`src/rtl/rv32i_pkg.sv`:
```
// RV32I decode definitions shared by the decode stage and its helpers.
// Opcodes, ALU operation and immediate-type encodings, control bundle.
package rv32i_pkg;

    localparam logic [6:0] OPC_LUI    = 7'b0110111;
    localparam logic [6:0] OPC_AUIPC  = 7'b0010111;
    localparam logic [6:0] OPC_JAL    = 7'b1101111;
    localparam logic [6:0] OPC_JALR   = 7'b1100111;
    localparam logic [6:0] OPC_BRANCH = 7'b1100011;
    localparam logic [6:0] OPC_LOAD   = 7'b0000011;
    localparam logic [6:0] OPC_STORE  = 7'b0100011;
    localparam logic [6:0] OPC_OP_IMM = 7'b0010011;
    localparam logic [6:0] OPC_OP     = 7'b0110011;
    localparam logic [6:0] OPC_FENCE  = 7'b0001111;

    localparam logic [6:0] F7_BASE = 7'b0000000;
    localparam logic [6:0] F7_ALT  = 7'b0100000;

    typedef enum logic [3:0] {
        ALU_ADD   = 4'd0,
        ALU_SUB   = 4'd1,
        ALU_SLL   = 4'd2,
        ALU_SLT   = 4'd3,
        ALU_SLTU  = 4'd4,
        ALU_XOR   = 4'd5,
        ALU_SRL   = 4'd6,
        ALU_SRA   = 4'd7,
        ALU_OR    = 4'd8,
        ALU_AND   = 4'd9,
        ALU_PASSB = 4'd10
    } alu_op_e;

    typedef enum logic [2:0] {
        IMM_I    = 3'd0,
        IMM_S    = 3'd1,
        IMM_B    = 3'd2,
        IMM_U    = 3'd3,
        IMM_J    = 3'd4,
        IMM_NONE = 3'd5
    } imm_type_e;

    typedef struct packed {
        logic alu_src_imm;
        logic alu_src_pc;
        logic reg_write;
        logic mem_read;
        logic mem_write;
        logic branch;
        logic jal;
        logic jalr;
    } ctrl_t;

    // alt selects SUB/SRA; callers pass 0 where funct7[5] is immediate data
    function automatic alu_op_e alu_from_f3(
        input logic [2:0] f3,
        input logic       alt
    );
        alu_op_e op;
        case (f3)
            3'b000:  op = alt ? ALU_SUB : ALU_ADD;
            3'b001:  op = ALU_SLL;
            3'b010:  op = ALU_SLT;
            3'b011:  op = ALU_SLTU;
            3'b100:  op = ALU_XOR;
            3'b101:  op = alt ? ALU_SRA : ALU_SRL;
            3'b110:  op = ALU_OR;
            default: op = ALU_AND;
        endcase
        return op;
    endfunction

endpackage

```
`src/rtl/imm_gen.sv`:
```
// Immediate extraction and sign extension for the RV32I formats.
// Purely combinational; IMM_NONE yields zero.
module imm_gen
    import rv32i_pkg::*;
#(
    parameter int XLEN = 32
) (
    input  logic [31:0]     instr_i,
    input  imm_type_e       imm_type_i,
    output logic [XLEN-1:0] imm_o
);

    logic        s;
    logic [31:0] imm32;

    assign s = instr_i[31];

    always_comb begin
        imm32 = 32'd0;
        unique case (imm_type_i)
            IMM_I: imm32 = {{20{s}}, instr_i[31:20]};
            IMM_S: imm32 = {{20{s}}, instr_i[31:25],
                            instr_i[11:7]};
            IMM_B: imm32 = {{19{s}}, s, instr_i[7],
                            instr_i[30:25],
                            instr_i[11:8], 1'b0};
            IMM_U: imm32 = {instr_i[31:12], 12'd0};
            IMM_J: imm32 = {{11{s}}, s, instr_i[19:12],
                            instr_i[20], instr_i[30:21],
                            1'b0};
            default: imm32 = 32'd0;
        endcase
    end

    assign imm_o = XLEN'($signed(imm32));

endmodule

```
`src/rtl/decode_unit.sv`:
```
// RV32I decode stage: combinational decoder feeding one
// valid/payload register with a valid/ready handshake.
module decode_unit
    import rv32i_pkg::*;
#(
    parameter int XLEN  = 32,
    parameter int RF_AW = 5
) (
    input  logic             clock,
    input  logic             reset_n,
    input  logic [31:0]      instr_i,
    input  logic [XLEN-1:0]  pc_i,
    input  logic             instr_valid_i,
    output logic             instr_ready_o,
    input  logic             flush_i,
    input  logic             ready_i,
    output logic             valid_o,
    output logic [XLEN-1:0]  pc_o,
    output logic [RF_AW-1:0] rs1_o,
    output logic [RF_AW-1:0] rs2_o,
    output logic [RF_AW-1:0] rd_o,
    output logic [XLEN-1:0]  imm_o,
    output logic [3:0]       alu_op_o,
    output logic [2:0]       funct3_o,
    output logic             alu_src_imm_o,
    output logic             alu_src_pc_o,
    output logic             reg_write_o,
    output logic             mem_read_o,
    output logic             mem_write_o,
    output logic             branch_o,
    output logic             jal_o,
    output logic             jalr_o,
    output logic             illegal_o
);

    typedef struct packed {
        logic [XLEN-1:0]  pc;
        logic [RF_AW-1:0] rs1;
        logic [RF_AW-1:0] rs2;
        logic [RF_AW-1:0] rd;
        logic [XLEN-1:0]  imm;
        alu_op_e          alu_op;
        logic [2:0]       funct3;
        ctrl_t            ctrl;
        logic             illegal;
    } payload_t;

    logic [6:0] opcode;
    logic [2:0] f3;
    logic [6:0] f7;

    imm_type_e       imm_type;
    alu_op_e         alu_op;
    ctrl_t           ctrl;
    logic            illegal;
    logic [XLEN-1:0] imm;

    payload_t dec;
    payload_t pay_d, pay_q;
    logic     valid_d, valid_q;
    logic     accept;

    assign opcode = instr_i[6:0];
    assign f3     = instr_i[14:12];
    assign f7     = instr_i[31:25];

    always_comb begin
        imm_type = IMM_NONE;
        alu_op   = ALU_ADD;
        ctrl     = '0;
        illegal  = 1'b0;
        unique case (opcode)
            OPC_LUI: begin
                imm_type         = IMM_U;
                alu_op           = ALU_PASSB;
                ctrl.alu_src_imm = 1'b1;
                ctrl.reg_write   = 1'b1;
            end
            OPC_AUIPC: begin
                imm_type         = IMM_U;
                ctrl.alu_src_imm = 1'b1;
                ctrl.alu_src_pc  = 1'b1;
                ctrl.reg_write   = 1'b1;
            end
            OPC_JAL: begin
                imm_type         = IMM_J;
                ctrl.alu_src_imm = 1'b1;
                ctrl.alu_src_pc  = 1'b1;
                ctrl.reg_write   = 1'b1;
                ctrl.jal         = 1'b1;
            end
            OPC_JALR: begin
                imm_type         = IMM_I;
                ctrl.alu_src_imm = 1'b1;
                ctrl.reg_write   = 1'b1;
                ctrl.jalr        = 1'b1;
                illegal          = (f3 != 3'b000);
            end
            OPC_BRANCH: begin
                imm_type    = IMM_B;
                alu_op      = ALU_SUB;
                ctrl.branch = 1'b1;
                illegal     = (f3 == 3'b010) ||
                              (f3 == 3'b011);
            end
            OPC_LOAD: begin
                imm_type         = IMM_I;
                ctrl.alu_src_imm = 1'b1;
                ctrl.mem_read    = 1'b1;
                ctrl.reg_write   = 1'b1;
                illegal          = (f3 == 3'b011) ||
                                   (f3[2:1] == 2'b11);
            end
            OPC_STORE: begin
                imm_type         = IMM_S;
                ctrl.alu_src_imm = 1'b1;
                ctrl.mem_write   = 1'b1;
                illegal          = (f3 >= 3'b011);
            end
            OPC_OP_IMM: begin
                imm_type         = IMM_I;
                alu_op           = alu_from_f3(
                    f3, (f3 == 3'b101) && f7[5]);
                ctrl.alu_src_imm = 1'b1;
                ctrl.reg_write   = 1'b1;
                // only the shifts carry a funct7 field
                illegal = ((f3 == 3'b001) &&
                           (f7 != F7_BASE)) ||
                          ((f3 == 3'b101) &&
                           (f7 != F7_BASE) &&
                           (f7 != F7_ALT));
            end
            OPC_OP: begin
                alu_op         = alu_from_f3(f3, f7[5]);
                ctrl.reg_write = 1'b1;
                illegal = ((f7 != F7_BASE) &&
                           (f7 != F7_ALT)) ||
                          ((f7 == F7_ALT) &&
                           (f3 != 3'b000) &&
                           (f3 != 3'b101));
            end
            OPC_FENCE: begin
                imm_type = IMM_NONE;
            end
            default: begin
                illegal = 1'b1;
            end
        endcase
        if (illegal) begin
            ctrl   = '0;
            alu_op = ALU_ADD;
        end
        if (instr_i[11:7] == 5'd0) begin
            ctrl.reg_write = 1'b0;
        end
    end

    imm_gen #(
        .XLEN(XLEN)
    ) u_imm_gen (
        .instr_i   (instr_i),
        .imm_type_i(imm_type),
        .imm_o     (imm)
    );

    always_comb begin
        dec         = '0;
        dec.pc      = pc_i;
        dec.rs1     = RF_AW'(instr_i[19:15]);
        dec.rs2     = RF_AW'(instr_i[24:20]);
        dec.rd      = RF_AW'(instr_i[11:7]);
        dec.imm     = imm;
        dec.alu_op  = alu_op;
        dec.funct3  = f3;
        dec.ctrl    = ctrl;
        dec.illegal = illegal;
    end

    assign instr_ready_o = !valid_q || ready_i;
    assign accept        = instr_valid_i && instr_ready_o;

    // flush wins over acceptance and leaves the payload untouched
    always_comb begin
        valid_d = valid_q;
        pay_d   = pay_q;
        if (flush_i) begin
            valid_d = 1'b0;
        end else if (accept) begin
            valid_d = 1'b1;
            pay_d   = dec;
        end else if (ready_i) begin
            valid_d = 1'b0;
        end
    end

    always_ff @(posedge clock or negedge reset_n) begin
        if (!reset_n) begin
            valid_q <= 1'b0;
            pay_q   <= '0;
        end else begin
            valid_q <= valid_d;
            pay_q   <= pay_d;
        end
    end

    assign valid_o       = valid_q;
    assign pc_o          = pay_q.pc;
    assign rs1_o         = pay_q.rs1;
    assign rs2_o         = pay_q.rs2;
    assign rd_o          = pay_q.rd;
    assign imm_o         = pay_q.imm;
    assign alu_op_o      = pay_q.alu_op;
    assign funct3_o      = pay_q.funct3;
    assign alu_src_imm_o = pay_q.ctrl.alu_src_imm;
    assign alu_src_pc_o  = pay_q.ctrl.alu_src_pc;
    assign reg_write_o   = pay_q.ctrl.reg_write;
    assign mem_read_o    = pay_q.ctrl.mem_read;
    assign mem_write_o   = pay_q.ctrl.mem_write;
    assign branch_o      = pay_q.ctrl.branch;
    assign jal_o         = pay_q.ctrl.jal;
    assign jalr_o        = pay_q.ctrl.jalr;
    assign illegal_o     = pay_q.illegal;

endmodule

```
`config.mk`:
```
export PLATFORM = sky130hd
export DESIGN_NAME = decode_unit
export DESIGN_NICKNAME = d
export VERILOG_FILES = /design/src/rtl/rv32i_pkg.sv /design/src/rtl/imm_gen.sv /design/src/rtl/decode_unit.sv
export SDC_FILE = /design/constraint.sdc
export NUM_CORES = 1
export LEC_CHECK = 0
export BUFFER_PORTS_ARGS = -buffer_cell sky130_fd_sc_hd__buf_2
export CAP_MARGIN = 40
export CORE_ASPECT_RATIO = 1.5
export CORE_MARGIN = 2
export CORE_UTILIZATION = 50
export DETAILED_ROUTE_END_ITERATION = 8
export PLACE_DENSITY_LB_ADDON = 0.12
export SLEW_MARGIN = 0
export SYNTH_ARGS = -nofsm -noshare
export SYNTH_HDL_FRONTEND = slang
export SYNTH_SLANG_ARGS = --single-unit
```
`constraint.sdc`:
```
create_clock -name clock -period 3.1 [get_ports clock]
set_input_delay 0.31 -clock clock [delete_from_list [all_inputs] [get_ports clock]]
set_output_delay 0.31 -clock clock [all_outputs]
set_load 0.05 [all_outputs]
```
==> impl_metrics.csv, run 1 <==
group,metric,value,unit
floorplan,die_w,79.6,µm
setup_path,cp.depth,7,
clock_network,clockBufferDepth,2,
clock_network,hold_buffers,0,
pwr,p_sw_frac,0.336,
layout,design_area,5470,µm²
setup_path,cp.arrival,2.50,ns
placement,dpl_cell_area,5170,µm²
detailed_routing,drt_pre_antenna_iters,5,
global_routing,grt_max_degree,57,
timing,finalHoldViolCount,0,
global_routing,grt_pass1_wl,18700,µm
synth,syn_area_per_cell,9.49,µm²
synth,async_flop_share,1.00,
setup_path,critical-path-slowest-cell,"a21oi_1",
setup_path,ff2ff_path_depth,7,
synth,yosysUniqueCellTypes,49,
floorplan,initial_core_util,0.512,
synth,synth-edff-count,0,
layout,syn2layout_area_growth,27.7,%
clock_network,cts_buffers,9,
timing,setup_tns,0,ns
global_routing,grt_pass1_vias,3697,
clock_network,htreeDepth,3,
layout,drive_gt1_frac,0.328,
synth,syn-num-nets,520,
pwr,pwr-share-clk,0.334,
synth,yosys_register_bits,96,
pwr,p_switching,1.11,mW
placement,dp_hpwl,8640,µm
floorplan,die_area,9330,µm²
synth,synthFlopType,"dfrtp_1",
floorplan,core,8360,µm²
placement,dp.cells,700,
clock_network,clk_pin_slew,0.06,ns
synth,synth_top_area_frac,0.561,
detailed_routing,routed_wl,11700,µm
layout,nets,673,
pwr,power_frac_comb,0.238,
timing,worstMarginPinSlew,0.731,ns
detailed_routing,ant_nets,0,
synth,synth_area,4280,µm²
timing,finalCriticalPeriod,2.23,ns
detailed_routing,vias_per_cell,5.45,
timing,post-route-period-util,0.720,
flow_run,max_cap_violations,0,
timing,fin_ws,0.869,ns
layout,diodes,0,
pwr,p_int,2.18,mW
setup_path,cpLargestDelayFamily,"compound AO/OA/AOI/OAI gates",
pwr,peakVddDrop,0.000344,V
detailed_routing,wl_per_cell,16.4,µm
placement,gp_congestion,0.998,
setup_path,cpPeakStageDelay,0.58,ns
detailed_routing,drt-initial-drc-count,297,
clock_network,clock_latency,0.34,ns
synth,yosys_warnings,0,
timing,rsz0062_at_grt,"no",
timing,slew_viol_final,0,
outcome,status,"finished, final reports clean",
setup_path,path_class,"reg2reg",
setup_path,startpoint_type,"flip-flop",
detailed_routing,drc,0,
synth,ys_seq_area_frac,0.561,
global_routing,grt.total_usage,0.257,
global_routing,overflow,0,
placement,io_buffers,165,
timing,setup_viol,0,
pwr,p_per_area,601,nW/µm²
clock_network,cts_tree,"yes",
timing,max_slew_margin,0.513,
synth,synth_cells,451,
timing,max_freq,448,MHz
floorplan,die-height,117,µm
setup_path,crit_fanout,56,
layout,instances_no_fill,716,
floorplan,num_rows,41,
synth,yosys-top-cells-area,"dfrtp_1, nand2_1, a221o_1",
placement,post-place-ws,0.923,ns
clock_network,cts.sinks,96,
floorplan,ios,166,
pwr,cellLeakagePower,2.98,nW
setup_path,end_kind,"flip-flop",
worst_hold_path,hold_path_class,"in2async",
clock_network,ctsResizeCount,0,
clock_network,root_buffer,"clkbuf_16",
synth,yosys.area.top_type,"dfrtp_1",
timing,finClkSkew,0.00577,ns
detailed_routing,via_count,3905,
clock_network,post_cts_buffers,0,
global_routing,antenna_found_initial,0,
pwr,sequentialPowerShare,0.428,
setup_path,r2r_slack,0.87,ns
setup_path,crit_chain,"nor2b_1 > inv_2 > nand3b_1 > buf_12 > or2_2 > a21oi_1 > a221o_1",
setup_path,cp_data_required_time,3.37,ns
setup_path,worst-path-buf-inv,2,
-- cell type report --
cell class	count	area, µm²
Multi-Input combinational cell	318	1720
Clock buffer	12	246
Fill cell	723	2890
Sequential cell	96	2400
Tap cell	107	134
Clock inverter	4	52.6
Timing Repair Buffer	171	886
Inverter	8	30.0
-- layout by cell type, fill, tap and decap left out, drive strengths merged, types with 4 or more instances in the layout --
master and instances:
nand2 172, buf 171, dfrtp 96, a221o 19, o21ai 19, nor2 18, a22o 17, clkbuf 12
inv 9, nand3 8, nor3 7, a21oi 6, nor2b 5, nand4 4, nor4 4
-- worst reg2reg max path: stages (launching register included) --
cell	delay [ns]
dfrtp_1	0.37
nor2b_1	0.17
inv_2	0.06
nand3b_1	0.12
buf_12	0.21
or2_2	0.39
a21oi_1	0.58
a221o_1	0.27
-- flip-flops by register name (all words and copies together) (netlist names) --
signal and flops:
alu_src_imm_o 1, mem_read_o 1, reg_write_o 1, funct3_o 3
rd_o 5, branch_o 1, pc_o 32, mem_write_o 1
alu_src_pc_o 1, alu_op_o 4, rs1_o 5, illegal_o 1
jal_o 1, imm_o 32, jalr_o 1, valid_o 1
rs2_o 5
-- Yosys cell counts (3+ instances only) --
library cell / n
mux2i_1: 3
inv_1: 7
nand4_1: 4
dfrtp_1: 96
nand2_1: 171
o21ai_1: 8
a21oi_1: 5
nor2b_1: 5
nor2_1: 16
buf_2: 11
o21ai_0: 11
nand4b_1: 3
nor3_1: 5
a211oi_1: 3
nand2b_1: 3
a221o_1: 19
clkbuf_1: 15
a22o_1: 17
nand3_1: 8
-- power groups by stage --
| stage | Combinational [mW] | Sequential [mW] | Clock [mW] |
|---|---|---|---|
| finish | 0.782 | 1.41 | 1.10 |
| global placement | 0.776 | 1.42 | 0 |
| global route | 0.833 | 1.41 | 1.18 |
| CTS | 0.787 | 1.41 | 1.13 |
| detailed placement | 0.785 | 1.43 | 0 |
| floorplan | 0.178 | 1.80 | 0 |
-- routing by layer --
layer	routed length (µm)	track usage
met2	6150	0.441
met5	0	0
met1	4520	0.317
met4	273	0.108
met3	779	0.0385
-- logic make-up after synthesis --
logic type / after synthesis / share of synthesized area
AND/OR/NAND/NOR: 235 / 0.245
flip-flops: 96 / 0.561
AO/OA/AOI/OAI: 80 / 0.148
buffers and inverters: 37 / 0.0392
multiplexers: 3 / 0.00701
-- metrics by stage --
step / total power, mW / utilization / hold WS [ns]
finish: 3.29 / 0.654 / 0.00391
global placement: 2.20 / 0.618 / 0.386
CTS: 3.32 / 0.654 / 0.0268
floorplan: 1.98 / - / 0.0144
detailed placement: 2.21 / 0.618 / 0.391
global route: 3.43 / 0.654 / 0.0534
-- worst paths after layout --
path / start / to
max in group asynchronous: reset_n / rs1_o[3]
min reg2reg: rs2_o[4] / rs2_o[4]
min: reset_n / pc_o[21]
max: valid_o / imm_o[19]
max reg2reg: valid_o / imm_o[19]
min in group clock: pc_i[28] / pc_o[28]
Power figures use the tool's default switching activity.
==> run 2: changes to the inputs <==
--- a/config.mk
+++ b/config.mk
@@ -9,7 +9,7 @@
 export CAP_MARGIN = 40
 export CORE_ASPECT_RATIO = 1.5
 export CORE_MARGIN = 2
-export CORE_UTILIZATION = 50
+export CORE_UTILIZATION = 49
 export DETAILED_ROUTE_END_ITERATION = 8
 export PLACE_DENSITY_LB_ADDON = 0.12
 export SLEW_MARGIN = 0
==> constraint.sdc (replaced) <==
create_clock -name clock -period 2.2 [get_ports clock]
set_input_delay 0.22 -clock clock [delete_from_list [all_inputs] [get_ports clock]]
set_output_delay 0.22 -clock clock [all_outputs]
set_load 0.05 [all_outputs]
==> impl_metrics.csv, run 2 (synthesis results as in run 1) <==
group,metric,value,unit
outcome,status,"finished, final reports clean",
timing,finalCriticalPeriod,1.98,ns
setup_path,path_class,"reg2reg",
setup_path,startpoint_type,"flip-flop",
timing,slew_viol_final,0,
detailed_routing,wl_per_cell,16.4,µm
timing,setup_tns,0,ns
detailed_routing,drt-initial-drc-count,254,
floorplan,ios,166,
clock_network,clockBufferDepth,2,
layout,final_common_cell,"nand2_1",
detailed_routing,drc,0,
floorplan,core,8460,µm²
layout,nets,679,
placement,dpl_cell_area,5220,µm²
clock_network,clk_pin_slew,0.07,ns
detailed_routing,via_count,3934,
worst_hold_path,hold_path_class,"in2reg",
timing,setup_viol,0,
floorplan,initial_core_util,0.506,
timing,worstMarginPinSlew,0.609,ns
clock_network,htreeDepth,3,
flow_run,max_cap_violations,0,
timing,post-route-period-util,0.901,
setup_path,cp_data_required_time,2.47,ns
timing,max_freq,505,MHz
layout,fill_cells,747,
clock_network,root_buffer,"clkbuf_16",
global_routing,overflow,0,
global_routing,grt_pass1_vias,3870,
setup_path,end_kind,"flip-flop",
global_routing,antenna_found_initial,0,
layout,drive_gt1_frac,0.335,
pwr,peakVddDrop,0.000517,V
floorplan,num_rows,41,
detailed_routing,routed_wl,11800,µm
timing,rsz0062_at_grt,"no",
pwr,power,4.87,mW
placement,dp_hpwl,8840,µm
layout,diodes,0,
detailed_routing,vias_per_cell,5.45,
timing,max_slew_margin,0.592,
clock_network,cts.sinks,96,
floorplan,die_w,80.3,µm
layout,layout_common_cells,"nand2_1, buf_2, dfrtp_1",
placement,gp_congestion,0.921,
setup_path,crit_fanout,14,
timing,finClkSkew,0.00764,ns
clock_network,clock_latency,0.34,ns
detailed_routing,drt_pre_antenna_iters,4,
pwr,p_per_area,874,nW/µm²
timing,finalHoldViolCount,0,
setup_path,cp.arrival,2.25,ns
layout,syn2layout_area_growth,30.2,%
global_routing,grt_pass1_wl,18900,µm
global_routing,grt_max_degree,86,
clock_network,cts_buffers,9,
layout,design_area,5570,µm²
pwr,cellLeakagePower,3.03,nW
detailed_routing,ant_nets,0,
global_routing,grt.total_usage,0.255,
floorplan,die-height,118,µm
setup_path,r2r_slack,0.22,ns
clock_network,cts_tree,"yes",
placement,io_buffers,165,
floorplan,die_area,9520,µm²
run 2: per-stage QoR:
step                      hold WS, ns  cells  setup slack (ns)  utilization
after global routing           0.0615    722            0.0904        0.658
after global placement          0.255    705             0.213        0.617
after detailed placement        0.262    705             0.140        0.617
after CTS                      0.0511    722             0.135        0.658
final                          0.0642    722             0.218        0.658
after floorplan               -0.0756    451            0.0277            -
run 2: report_power, final:
group / switching, mW / internal, mW / leakage (nW) / total [mW]
Combinational: 0.856 / 0.254 / 1.61 / 1.11
Sequential: 0.0683 / 1.91 / 1.25 / 1.98
Clock: 0.664 / 1.12 / 0.164 / 1.78
run 2: routing by layer:
| layer | wire length [µm] | GRT usage | up-vias |
|---|---|---|---|
| li1 | - | - | 1871 |
| met1 | 4740 | 0.309 | 1883 |
| met2 | 6020 | 0.432 | 144 |
| met3 | 573 | 0.0443 | 36 |
| met4 | 477 | 0.120 | 0 |
| met5 | 0 | 0 | - |
run 2: critical path, cell delays in order (launching register included):
cell      delay (ns)
dfrtp_1         0.37
nor2b_1         0.17
inv_2           0.06
nand3b_1        0.19
buf_4           0.22
buf_4           0.19
nor2_1          0.50
a22o_1          0.22
run 2: layout make-up:
| type | instances | area (µm²) | area share |
|---|---|---|---|
| Inverter | 8 | 30.0 | 0.00539 |
| Multi-Input combinational cell | 318 | 1720 | 0.308 |
| Tap cell | 107 | 134 | 0.0240 |
| Sequential cell | 96 | 2400 | 0.431 |
| Clock inverter | 6 | 115 | 0.0207 |
| Clock buffer | 10 | 229 | 0.0411 |
| Timing Repair Buffer | 177 | 946 | 0.170 |
run 2: path summary, 6_finish.rpt:
path | from | endpoint | cells past startpoint
setup / recovery | valid_o | imm_o[11] | 7
min in group asynchronous | reset_n | pc_o[14] | 2
hold / removal | pc_i[24] | pc_o[24] | 3
hold reg to reg | pc_o[2] | pc_o[2] | 2
max in group asynchronous | reset_n | rs2_o[1] | 3
setup reg to reg | valid_o | imm_o[11] | 7
run 2: repair_timing:
item                                   CTS  global route
setup endpoints to repair                0             5
endpoints found under the hold margin   44             0
hold buffers                             1             0
buffers inserted                         0             0
resized for setup                        0             0
==> run 3: changes to the inputs <==
--- a/config.mk
+++ b/config.mk
@@ -5,13 +5,14 @@
 export SDC_FILE = /design/constraint.sdc
 export NUM_CORES = 1
 export LEC_CHECK = 0
+export ABC_AREA = 1
 export BUFFER_PORTS_ARGS = -buffer_cell sky130_fd_sc_hd__buf_2
 export CAP_MARGIN = 40
 export CORE_ASPECT_RATIO = 1.5
 export CORE_MARGIN = 2
-export CORE_UTILIZATION = 49
+export CORE_UTILIZATION = 50
 export DETAILED_ROUTE_END_ITERATION = 8
-export PLACE_DENSITY_LB_ADDON = 0.12
+export PLACE_DENSITY = 0.84
 export SLEW_MARGIN = 0
 export SYNTH_ARGS = -nofsm -noshare
 export SYNTH_HDL_FRONTEND = slang
==> impl_metrics.csv, run 3 <==
group,metric,value,unit
synth,yosysUniqueCellTypes,29,
timing,slew_viol_final,0,
setup_path,cpPeakStageDelay,0.37,ns
synth,synthAdderAreaFrac,0,
synth,yosys.area_share.simple,0.330,
clock_network,clockBufferDepth,2,
layout,final_common_cell,"nand2_1",
synth,yosys-top-cells-area,"dfrtp_1, nand2_1, nand4_1",
setup_path,cp_data_required_time,2.48,ns
layout,multi_input_area,1920,µm²
global_routing,antenna_found_initial,0,
outcome,status,"finished, final reports clean",
pwr,peakVddDrop,0.000537,V
synth,async_flop_share,1.00,
setup_path,r2r_start,"valid_o",
layout,drive_gt1_frac,0.312,
timing,post-route-period-util,0.763,
synth,yosys.area.top_type,"dfrtp_1",
timing,max_slew_margin,0.653,
layout,instances_no_fill,853,
setup_path,end_kind,"flip-flop",
synth,synth_xor_area_frac,0,
synth,synth_commonest_cells,"nand2_1, dfrtp_1, inv_1, o21ai_0, nand4_1",
synth,synth_compound_area_frac,0.0857,
timing,max_freq,596,MHz
timing,finClkSkew,0.00670,ns
detailed_routing,drt-initial-drc-count,268,
setup_path,critical-path-slowest-cell,"dfrtp_1",
worst_hold_path,hp-start,"flush_i",
synth,yosys_warnings,0,
timing,finalCriticalPeriod,1.68,ns
floorplan,die-height,122,µm
setup_path,crit_chain,"inv_1 > nor2_1 > nor3_2 > buf_12 > o21ai_0 > o21bai_1 > o21ai_2",
floorplan,die_w,82.5,µm
placement,gp_congestion,0.905,
clock_network,post_cts_buffers,0,
timing,worstMarginPinSlew,0.521,ns
detailed_routing,via_count,4324,
layout,final-seq-area,2400,µm²
floorplan,die_area,10000,µm²
floorplan,initial_core_util,0.520,
synth,synth_cells,584,
clock_network,cts_buffers,9,
layout,nets,807,
detailed_routing,drt_pre_antenna_iters,5,
clock_network,clk_pin_slew,0.07,ns
detailed_routing,ant_nets,0,
pwr,p_per_area,838,nW/µm²
synth,synth_top_area_frac,0.520,
detailed_routing,drc,0,
synth,synth_top_family_by_area,"simple AND/OR/NAND/NOR gates",
synth,syn_area_per_cell,7.90,µm²
clock_network,htreeDepth,3,
layout,layout_common_cells,"nand2_1, buf_2, dfrtp_1",
pwr,cellLeakagePower,3.47,nW
synth,synthFlopType,"dfrtp_1",
global_routing,grt.total_usage,0.257,
timing,setup_viol,0,
flow_run,max_cap_violations,0,
detailed_routing,routed_wl,12300,µm
synth,synth_area,4620,µm²
worst_hold_path,hold_path_class,"in2reg",
layout,fill_cells,760,
global_routing,grt_pass1_vias,4184,
layout,diodes,0,
floorplan,num_rows,42,
clock_network,clock_latency,0.35,ns
timing,rsz0062_at_grt,"no",
synth,synth.mux.area_fraction,0,
timing,finalHoldViolCount,0,
setup_path,startpoint_type,"flip-flop",
layout,syn2layout_area_growth,27.2,%
placement,io_buffers,165,
synth,syn-num-nets,653,
detailed_routing,vias_per_cell,5.07,
synth,synth-edff-count,0,
clock_network,cts.sinks,96,
synth,yosysMostFrequentCell,"nand2_1",
clock_network,root_buffer,"clkbuf_16",
clock_network,cts_tree,"yes",
floorplan,core,8880,µm²
global_routing,overflow,0,
placement,dp.cells,836,
detailed_routing,wl_per_cell,14.4,µm
synth,ys_seq_area_frac,0.520,
setup_path,path_class,"reg2reg",
setup_path,cp.arrival,1.96,ns
setup_path,startpoint,"valid_o",
setup_path,crit_fanout,74,
global_routing,grt_pass1_wl,19500,µm
global_routing,grt_max_degree,75,
synth,yosys_register_bits,96,
placement,dp_hpwl,9060,µm
floorplan,ios,166,
timing,setup_tns,0,ns
## run 3: changes by cell type in the layout (fill, tap and decap cells not counted), sizes merged, moves of 5 or more
cell / previous run / this run
nand4: 4 / 21
nor3: 7 / 1
nand2: 172 / 282
buf: 176 / 169
nand3: 8 / 21
nor2b: 5 / 0
a22o: 17 / 0
o21ai: 19 / 43
a221o: 19 / 0
inv: 10 / 43
a21oi: 6 / 15
nor2: 18 / 25
## run 3: stage by stage
step                      cell area (µm²)   util  power, mW  setup slack, ns  hold WS, ns
final                                5870  0.661       4.92            0.521       0.0494
after global routing                 5870  0.661       5.13            0.361       0.0462
after CTS                            5870  0.661       4.96            0.503       0.0376
after detailed placement             5530  0.623       3.26            0.396        0.228
after global placement               5530  0.623       3.23            0.491        0.228
after floorplan                      4620      -       2.88            0.564      -0.0756
## run 3: final timing paths
kind / depth (start not counted) / slack, ns / end
min reg2reg: 2 / 0.47 / pc_o[30]
min in group asynchronous: 2 / 0.38 / pc_o[0]
max reg2reg: 7 / 0.52 / reg_write_o
max in group asynchronous: 3 / 1.15 / alu_op_o[2]
min: 2 / 0.05 / valid_o
max: 7 / 0.52 / reg_write_o
## run 3: final cells by class
class / count / area share
clock buffer: 9 / 0.0383
clock inverter: 7 / 0.0177
inverter: 42 / 0.0275
multi-input combinational: 419 / 0.328
sequential: 96 / 0.409
tap: 110 / 0.0234
timing repair buffer: 170 / 0.156
## run 3: kinds of logic after synthesis
kind of cell / count (synthesis)
AO/OA/AOI/OAI: 69
buffers and inverters: 69
AND/OR/NAND/NOR: 350
flip-flops: 96
## run 3: repair_timing
item / CTS / global route
gates resized for setup: 0 / 0
hold buffers: 1 / 0
hold endpoints to repair: 41 / 0
setup endpoints to repair: 0 / 0
## run 3: critical path: cells and delay by family (launching register included)
family          cells  cell delay [ns]
flops               1             0.37
simple gates        2             0.30
compound gates      3             0.53
buf+inv             2             0.37
## run 3: power breakdown
part / total, mW / internal [mW] / switching, mW
sequential: 2.01 / 1.93 / 0.0845
clock: 1.70 / 1.01 / 0.690
combinational: 1.21 / 0.267 / 0.942
total: 4.92 / 3.20 / 1.72
## run 3: layer usage
metal / vias to the layer above / global-route usage / share of wire
met2: 170 / 0.440 / 0.51
met4: 0 / 0.102 / 0.019
met1: 1988 / 0.308 / 0.40
li1: 2151 / - / -
met3: 15 / 0.0585 / 0.072
met5: - / 0 / 0
